`config.mk`:
```
export PLATFORM = sky130hd
export DESIGN_NAME = block_padding_mp
export DESIGN_NICKNAME = d
export VERILOG_FILES = /design/src/rtl/block_padding_mp.sv
export SDC_FILE = /design/constraint.sdc
export NUM_CORES = 2
export LEC_CHECK = 0
export CORE_MARGIN = 2
export CORE_UTILIZATION = 47
export DETAILED_ROUTE_END_ITERATION = 6
export PLACE_DENSITY = 0.72
export SLEW_MARGIN = 30
export SYNTH_ARGS = -nofsm -noshare
export SYNTH_HDL_FRONTEND = slang
export SYNTH_SLANG_ARGS = --single-unit
export TNS_END_PERCENT = 20
```
`constraint.sdc`:
```
create_clock -name clk -period 35 [get_ports clk]
set_clock_uncertainty 0.2 [all_clocks]
set_input_delay 3.5 -clock clk [delete_from_list [all_inputs] [get_ports clk]]
set_output_delay 3.5 -clock clk [all_outputs]
set_load 0.1 [all_outputs]
```
`src/rtl/block_padding_mp.sv`:
```
// Store-side padding mask: flags store address/data beats that fall into padded
// rows of an output plane, for NUM_PARTS interleaved parts and an optional st1 plane.
module block_padding_mp #(
  parameter int IMM_WIDTH     = 16,
  parameter int LOOP_ITER_W   = 16,
  parameter int NUM_PARTS     = 2,
  parameter int ILV_PERIOD    = 10,
  parameter int ILV_ST0_SLOTS = 2,
  parameter int ST1_RATIO     = 4,
  parameter int UPS_MULT      = 4
) (
  input  logic                   clk,
  input  logic                   reset,
  input  logic                   cfg_pad_v,
  input  logic [IMM_WIDTH-1:0]   cfg_rows_top,
  input  logic [IMM_WIDTH-1:0]   cfg_rows_bot,
  input  logic [NUM_PARTS-1:0]   cfg_part_mask,
  input  logic                   cfg_loop_iter_st_v,
  input  logic                   cfg_loop_iter_st1_v,
  input  logic [LOOP_ITER_W-1:0] cfg_loop_iter_st,
  input  logic                   upsample_required,
  input  logic                   flush,
  input  logic                   addr_valid,
  input  logic                   data_valid,
  output logic                   cfg_ready,
  output logic                   block_required,
  output logic                   addr_block,
  output logic                   data_block,
  output logic                   all_done
);
  localparam int TW        = 2*LOOP_ITER_W + 4;
  localparam int DW        = LOOP_ITER_W + 1;
  localparam int OW        = LOOP_ITER_W + 1;
  localparam int SW        = (ILV_PERIOD > 1) ? $clog2(ILV_PERIOD) : 1;
  localparam int PW        = (NUM_PARTS > 1) ? $clog2(NUM_PARTS) : 1;
  localparam int ST0_FIRST = ILV_PERIOD - ILV_ST0_SLOTS;
  localparam int ADDR      = 0;
  localparam int DATA      = 1;

  typedef enum logic [3:0] {
    S_PART, S_UPR, S_UPL, S_W, S_H, S_OC, S_B, S_CALC, S_RUN
  } state_t;

  state_t state, state_nxt;

  logic [IMM_WIDTH-1:0]   top_r, bot_r;
  logic [NUM_PARTS-1:0]   mask_r;
  logic                   st1_exist;
  logic                   ups_r;
  logic [DW-1:0]          w_r, h_r;
  logic [LOOP_ITER_W-1:0] ocmax_r;
  logic                   ld_ups, ld_w, ld_h, ld_oc;

  // Product truncated to the threshold width.
  function automatic logic [TW-1:0] scale(input logic [TW-1:0] v, input int unsigned m);
    return v * TW'(m);
  endfunction

  function automatic int unsigned stream_mult(input int s, input logic ups);
    if (s == ADDR && ups) return NUM_PARTS * UPS_MULT;
    return NUM_PARTS;
  endfunction

  // ---------------- config capture FSM ----------------
  always_ff @(posedge clk) begin
    if (reset) state <= S_PART;
    else       state <= state_nxt;
  end

  always_comb begin
    state_nxt = state;
    ld_ups    = 1'b0;
    ld_w      = 1'b0;
    ld_h      = 1'b0;
    ld_oc     = 1'b0;
    unique case (state)
      S_PART, S_RUN: if (cfg_loop_iter_st_v) begin
        ld_ups    = 1'b1;
        state_nxt = upsample_required ? S_UPR : S_W;
      end
      S_UPR: if (cfg_loop_iter_st_v) state_nxt = S_UPL;
      S_UPL: if (cfg_loop_iter_st_v) state_nxt = S_W;
      S_W: if (cfg_loop_iter_st_v) begin
        ld_w      = 1'b1;
        state_nxt = S_H;
      end
      S_H: if (cfg_loop_iter_st_v) begin
        ld_h      = 1'b1;
        state_nxt = S_OC;
      end
      S_OC: if (cfg_loop_iter_st_v) begin
        ld_oc     = 1'b1;
        state_nxt = S_B;
      end
      S_B:    if (cfg_loop_iter_st_v) state_nxt = S_CALC;
      S_CALC: state_nxt = S_RUN;
      default: state_nxt = S_PART;
    endcase
    if (cfg_pad_v) begin
      state_nxt = S_PART;
      ld_ups    = 1'b0;
      ld_w      = 1'b0;
      ld_h      = 1'b0;
      ld_oc     = 1'b0;
    end
  end

  always_ff @(posedge clk) begin
    if (reset) begin
      top_r  <= '0;
      bot_r  <= '0;
      mask_r <= '0;
    end else if (cfg_pad_v) begin
      top_r  <= cfg_rows_top;
      bot_r  <= cfg_rows_bot;
      mask_r <= cfg_part_mask;
    end
  end

  // A st0 loop-iter beat means the layer has no st1 unless st1_v follows.
  always_ff @(posedge clk) begin
    if (reset)                    st1_exist <= 1'b0;
    else if (cfg_loop_iter_st_v)  st1_exist <= 1'b0;
    else if (cfg_loop_iter_st1_v) st1_exist <= 1'b1;
  end

  always_ff @(posedge clk) begin
    if (ld_ups) ups_r   <= upsample_required;
    if (ld_w)   w_r     <= DW'(cfg_loop_iter_st) + DW'(1);
    if (ld_h)   h_r     <= DW'(cfg_loop_iter_st) + DW'(1);
    if (ld_oc)  ocmax_r <= cfg_loop_iter_st;
  end

  // ---------------- thresholds, registered in S_CALC ----------------
  logic [TW-1:0] w_t, h_t, top_t, bot_t;
  logic [TW-1:0] base_f, base_t, base_b;
  logic          clamp;
  logic [TW-1:0] f_nxt [2][2];
  logic [TW-1:0] t_nxt [2][2];
  logic [TW-1:0] b_nxt [2][2];
  logic [TW-1:0] f_thr [2][2];
  logic [TW-1:0] t_thr [2][2];
  logic [TW-1:0] b_thr [2][2];

  always_comb begin
    w_t    = TW'(w_r);
    h_t    = TW'(h_r);
    top_t  = TW'(top_r);
    bot_t  = TW'(bot_r);
    clamp  = (top_t + bot_t) >= h_t;
    base_f = w_t * h_t;
    base_t = w_t * top_t;
    base_b = clamp ? base_t : w_t * (h_t - bot_t);
    for (int s = 0; s < 2; s++) begin
      f_nxt[s][0] = scale(base_f, stream_mult(s, ups_r));
      t_nxt[s][0] = scale(base_t, stream_mult(s, ups_r));
      b_nxt[s][0] = scale(base_b, stream_mult(s, ups_r));
      f_nxt[s][1] = scale(f_nxt[s][0], ST1_RATIO);
      t_nxt[s][1] = scale(t_nxt[s][0], ST1_RATIO);
      b_nxt[s][1] = scale(b_nxt[s][0], ST1_RATIO);
    end
  end

  always_ff @(posedge clk) begin
    if (state == S_CALC) begin
      for (int s = 0; s < 2; s++) begin
        for (int p = 0; p < 2; p++) begin
          f_thr[s][p] <= f_nxt[s][p];
          t_thr[s][p] <= t_nxt[s][p];
          b_thr[s][p] <= b_nxt[s][p];
        end
      end
    end
  end

  // ---------------- per-stream beat tracking ----------------
  logic [1:0]    beat_v;
  logic [SW-1:0] slot   [2];
  logic [TW-1:0] k_cnt  [2][2];
  logic [OW-1:0] oc_cnt [2];
  logic          sub_sel [2];
  logic [TW-1:0] k_cur   [2];
  logic          wrap    [2];
  logic          blk     [2];
  logic          done;

  assign beat_v    = {data_valid, addr_valid};
  assign cfg_ready = (state == S_RUN);
  assign done      = cfg_ready && (oc_cnt[DATA] > OW'(ocmax_r));

  always_comb begin
    for (int s = 0; s < 2; s++) begin
      sub_sel[s] = st1_exist && (slot[s] < SW'(ST0_FIRST));
      k_cur[s]   = k_cnt[s][sub_sel[s]];
      wrap[s]    = (k_cur[s] == f_thr[s][sub_sel[s]] - TW'(1));
      blk[s]     = beat_v[s] && cfg_ready && block_required && !done
                   && ((k_cur[s] < t_thr[s][sub_sel[s]]) || (k_cur[s] >= b_thr[s][sub_sel[s]]))
                   && mask_r[PW'(k_cur[s] % TW'(NUM_PARTS))]
                   && (oc_cnt[s] <= OW'(ocmax_r));
    end
  end

  // Flush and config both discard the beat in flight; its flag uses the old state.
  always_ff @(posedge clk) begin
    if (reset || cfg_pad_v || flush) begin
      for (int s = 0; s < 2; s++) begin
        slot[s]     <= '0;
        oc_cnt[s]   <= '0;
        k_cnt[s][0] <= '0;
        k_cnt[s][1] <= '0;
      end
    end else if (cfg_ready) begin
      for (int s = 0; s < 2; s++) begin
        if (beat_v[s]) begin
          if (st1_exist)
            slot[s] <= (slot[s] == SW'(ILV_PERIOD - 1)) ? '0 : slot[s] + SW'(1);
          if (wrap[s]) begin
            k_cnt[s][sub_sel[s]] <= '0;
            if (!sub_sel[s] && (oc_cnt[s] != '1)) oc_cnt[s] <= oc_cnt[s] + OW'(1);
          end else begin
            k_cnt[s][sub_sel[s]] <= k_cur[s] + TW'(1);
          end
        end
      end
    end
  end

  assign block_required = (top_r != '0) || (bot_r != '0);
  assign addr_block     = blk[ADDR];
  assign data_block     = blk[DATA];
  assign all_done       = done;

endmodule

```
==> results.tsv <==
stage	metric	value	unit
run_status	status	completed	
timing	Hold Fails Final Rpt	0	
yosys	ys flop type	edfxtp_1	
timing	Final setup viols	0	
clock_tree	# clock sinks	483	
power_and_ir_drop	switch share	49.1	%
critical_path	Reg2Reg Depth	39	
power_and_ir_drop	Seq pwr share	13.5	%
layout	Layout Nets	8827	
timing	unrepaired setup endpoints after global routing	false	
critical_path	worst r2r src	h_r[0]	
placed_design	RePlAce Congestion	0.934	
timing	Tmin final	11.98	ns
hold_path	Hold Path Sink	k_cnt[0][1]	
placed_design	dpl hpwl	142000	microns
floorplanning	initial core utilization	47.2	%
routing	highest routing layer actually used	met5	
timing	Slew @ Worst Pin	1.05	ns
yosys	Synth Cell Area	66600	sq um
placed_design	port bufs	63	
critical_path	Critical Path Max Stage Delay	0.58	ns
global_route	Total Routing Usage GR	25.7	%
yosys	number of synthesized flops with an enable pin	372	
yosys	Cells after Synth	7254	
timing	count of pins over their slew limit	0	
floorplanning	die area	145000	sq um
yosys	Synth Warn #	0	
hold_path	Hold Crit Start	k_cnt[0][1]	
floorplanning	core area	141000	sq um
layout	number of fill cells	12800	
yosys	Post-synth ARST share	0	%
yosys	Synth top area share	20.3	%
global_route	Overflow after GRT	0	
power_and_ir_drop	Leakage	33.5	nW
floorplanning	row count	138	
global_route	vias in the first global route	53400	
hold_path	Hold Path Stages	2	
routing	met1 wire length	78300	microns
timing	Tcrit/Tclk final	34.2	%
critical_path	crit path kind	reg -> reg	
critical_path	Worst path slowest cell	o31ai_1	
power_and_ir_drop	Int Pwr	3.41	mW
routing	Met2 Wirelength	85000	microns
clock_tree	H-tree depth	2	
routing	DRT iter0 DRCs	4715	
layout	fin cells	9200	
critical_path	Worst setup SP type	register	
power_and_ir_drop	VDD IR-drop max	0.377	mV
job	max_cap viols	0	
critical_path	Crit path top cell by count	fa_1	
layout	layout cell share with drive strength beyond 1	4.27	%
yosys	Yosys reg bits	483	
placed_design	dpl cells	9087	
placed_design	pre-CTS setup slack	23.33	ns
layout	Syn-to-layout area delta	7.57	%
clock_tree	post-cts gate resize count	0	
clock_tree	post-CTS setup buffer count	0	
routing	final wirelength	187000	microns
yosys	top cells by area, synth	fa_1 (20%), edfxtp_1 (17%), ha_1 (16%), inv_1 (5.6%), nand2_1 (4.8%)	
clock_tree	CTS tree	built	
placed_design	Post-DP Area	69600	sq um
clock_tree	Longest Clk Path Bufs	3	
routing	first drt pass iteration count	7	
routing	Met3 Wirelength	14800	microns
clock_tree	Clock transition at path regs	0.06	ns
floorplanning	Die Height	381	microns
clock_tree	clk_lat worst skew	0.70	ns
critical_path	crit path DAT	12.23	ns
timing	setup TNS	0	ns
critical_path	crit end category	register	
global_route	largest net degree at the start of global routing	149	
critical_path	Worst EP required	35.25	ns
routing	antenna-violating nets left	0	
clock_tree	TritonCTS Buffers	57	
hold_path	Worst Hold Class	reg -> reg	
yosys	Yosys top cell by area	fa_1	
clock_tree	root buffer cell	clkbuf_16	
floorplanning	Ports	64	
power_and_ir_drop	Pwr Density	93.6	nW/um^2
timing	slew margin rel.	29.7	%
timing	Setup WS post-layout	23.02	ns
power_and_ir_drop	clock network fraction of total power	9.7	%
global_route	initial antenna violation count	6	
routing	drc violations	0	
routing	Via density	5.72	
critical_path	reg2reg end	b_thr[0][65]	
power_and_ir_drop	net load switching power	3.30	mW
yosys	Unique masters post-synth	95	
layout	post-route cell area	71700	sq um
timing	f_max	83.5	MHz
power_and_ir_drop	Comb pwr share	76.8	%
floorplanning	die width	381	microns
layout	Final Util	50.8	%
global_route	first-pass GRT wire length	297000	microns
yosys	Seq/Total Area, Yosys	20.1	%
routing	via count	52600	
routing	drt wl/cell	20.3	microns
yosys	syn_area_per_cell	9.19	sq um
clock_tree	CTS Hold Bufs	0	
critical_path	Worst R2R Setup Slack	23.02	ns
critical_path	crit-path max FO	19	
-- logic make-up (layout without fill, tap and decap cells) --
kind of cell,count (synthesis),in the layout,share of synthesized area (%)
and+or+nand+nor,2188,2188,15.8
adders and majority gates,1511,1511,36.0
buffers and inverters,1309,1270,7.59
AOI/OAI and AO/OA,998,998,9.74
DFF,483,483,20.1
xor gates and xnor gates,441,441,5.80
muxes,323,323,4.94
other,1,96,0.00563
-- final cells by class --
type	instances	area [sq um]	share of cell area, %
inverters	1000	3750	5.24
clock inverters	32	395	0.552
flip-flops and latches	483	13400	18.7
diodes	4	10.0	0.0140
multi-input cells	5553	48700	68.0
clock buffers	76	1620	2.26
repair buffers	162	1400	1.95
well taps	1890	2360	3.30
-- layer usage --
metal | vias to the layer above | global-route usage, %
met5 | - | 0
met4 | 4 | 10.9
met2 | 2054 | 41.1
met3 | 466 | 3.93
met1 | 26000 | 34.6
li1 | 24100 | -
-- synthesized netlist by cell type, types with 14 or more instances --
master	instances
inv_1	997
nor4_1	29
edfxtp_1	372
nand2_1	847
o211ai_1	20
clkbuf_1	231
xnor2_1	301
buf_1	28
or3_1	38
a21oi_1	269
buf_2	32
o21bai_1	33
o31ai_1	15
and2_1	342
a21o_1	117
a31oi_1	74
fa_1	677
nand4_1	75
nand2b_1	64
a211oi_1	28
mux2i_1	275
a2111oi_0	14
mux2_2	48
nor3_1	94
o21a_1	53
xor2_1	140
nand3_1	126
a21boi_0	21
o21ai_0	199
nor2b_1	61
a32o_1	43
nor2_1	389
or2_2	15
ha_1	834
and3_1	38
dfxtp_1	111
-- registers in the layout (all words and copies together), names as in the netlist --
signal and cells:
mask_r 2, state 4, oc_cnt 34, slot 8, t_thr 68, ups_r 1
bot_r 16, k_cnt 144, b_thr 70, ocmax_r 16, top_r 16, w_r 17
h_r 17, f_thr 69, st1_exist 1
-- critical path, delay by kind of cell, from the launching register on --
kind | cells | cell delay [ns]
AND/OR/NAND/NOR | 3 | 0.29
flip-flops | 1 | 0.32
XOR/XNOR | 1 | 0.18
adder cells (fa/ha/maj) | 12 | 5.03
multiplexers | 1 | 0.09
buffers and inverters | 4 | 0.44
AO/OA/AOI/OAI | 18 | 5.18
-- how the worst max path moves through the flow --
| stage | startpoint | end | slack (ns) | depth (start not counted) |
|---|---|---|---|---|
| global placement | h_r[0] | b_thr[0][65] | 23.47 | 39 |
| CTS | h_r[0] | b_thr[0][65] | 23.28 | 39 |
| global route | h_r[0] | b_thr[0][65] | 22.07 | 39 |
| floorplan | state[0] | b_thr[0][35] | 17.94 | 3 |
| finish | h_r[0] | b_thr[0][65] | 23.02 | 39 |
| detailed placement | h_r[0] | b_thr[0][65] | 23.33 | 39 |
-- power groups by stage --
stage                     combinational [mW]  clock [mW]  sequential, mW
after floorplan                         3.81           0           0.910
after global placement                  4.84           0           0.916
after detailed placement                4.89           0           0.917
after CTS                               4.95       0.655           0.905
after global routing                    5.76       0.676           0.906
final                                   5.16       0.649           0.905
-- cells in the final DEF (no fill, tap or decap), drive strengths merged, types with 14 or more instances in the layout --
cell,n
nor4,32
o31ai,15
nand2,848
a211oi,29
conb,92
nor2,389
a32o,43
nand4,75
fa,677
ha,834
o21ai,204
a21o,117
mux2,48
clkinv,21
or3,38
clkbuf,76
a2111oi,14
o21bai,33
clkdlybuf4s50,61
mux2i,275
xor2,140
nand2b,64
or2,16
o21a,53
and2,343
nor2b,62
buf,101
dfxtp,111
inv,1001
nor3,95
edfxtp,372
o211ai,20
and3,38
nand3,126
a21boi,21
a31oi,74
xnor2,301
a21oi,270
-- stage by stage --
stage | hold slack, ns | power, mW
floorplan | 0.231 | 4.72
CTS | 0.260 | 6.51
detailed placement | 0.252 | 5.81
finish | 0.265 | 6.71
global route | 0.272 | 7.34
global placement | 0.242 | 5.76
Power figures use the tool's default switching activity.
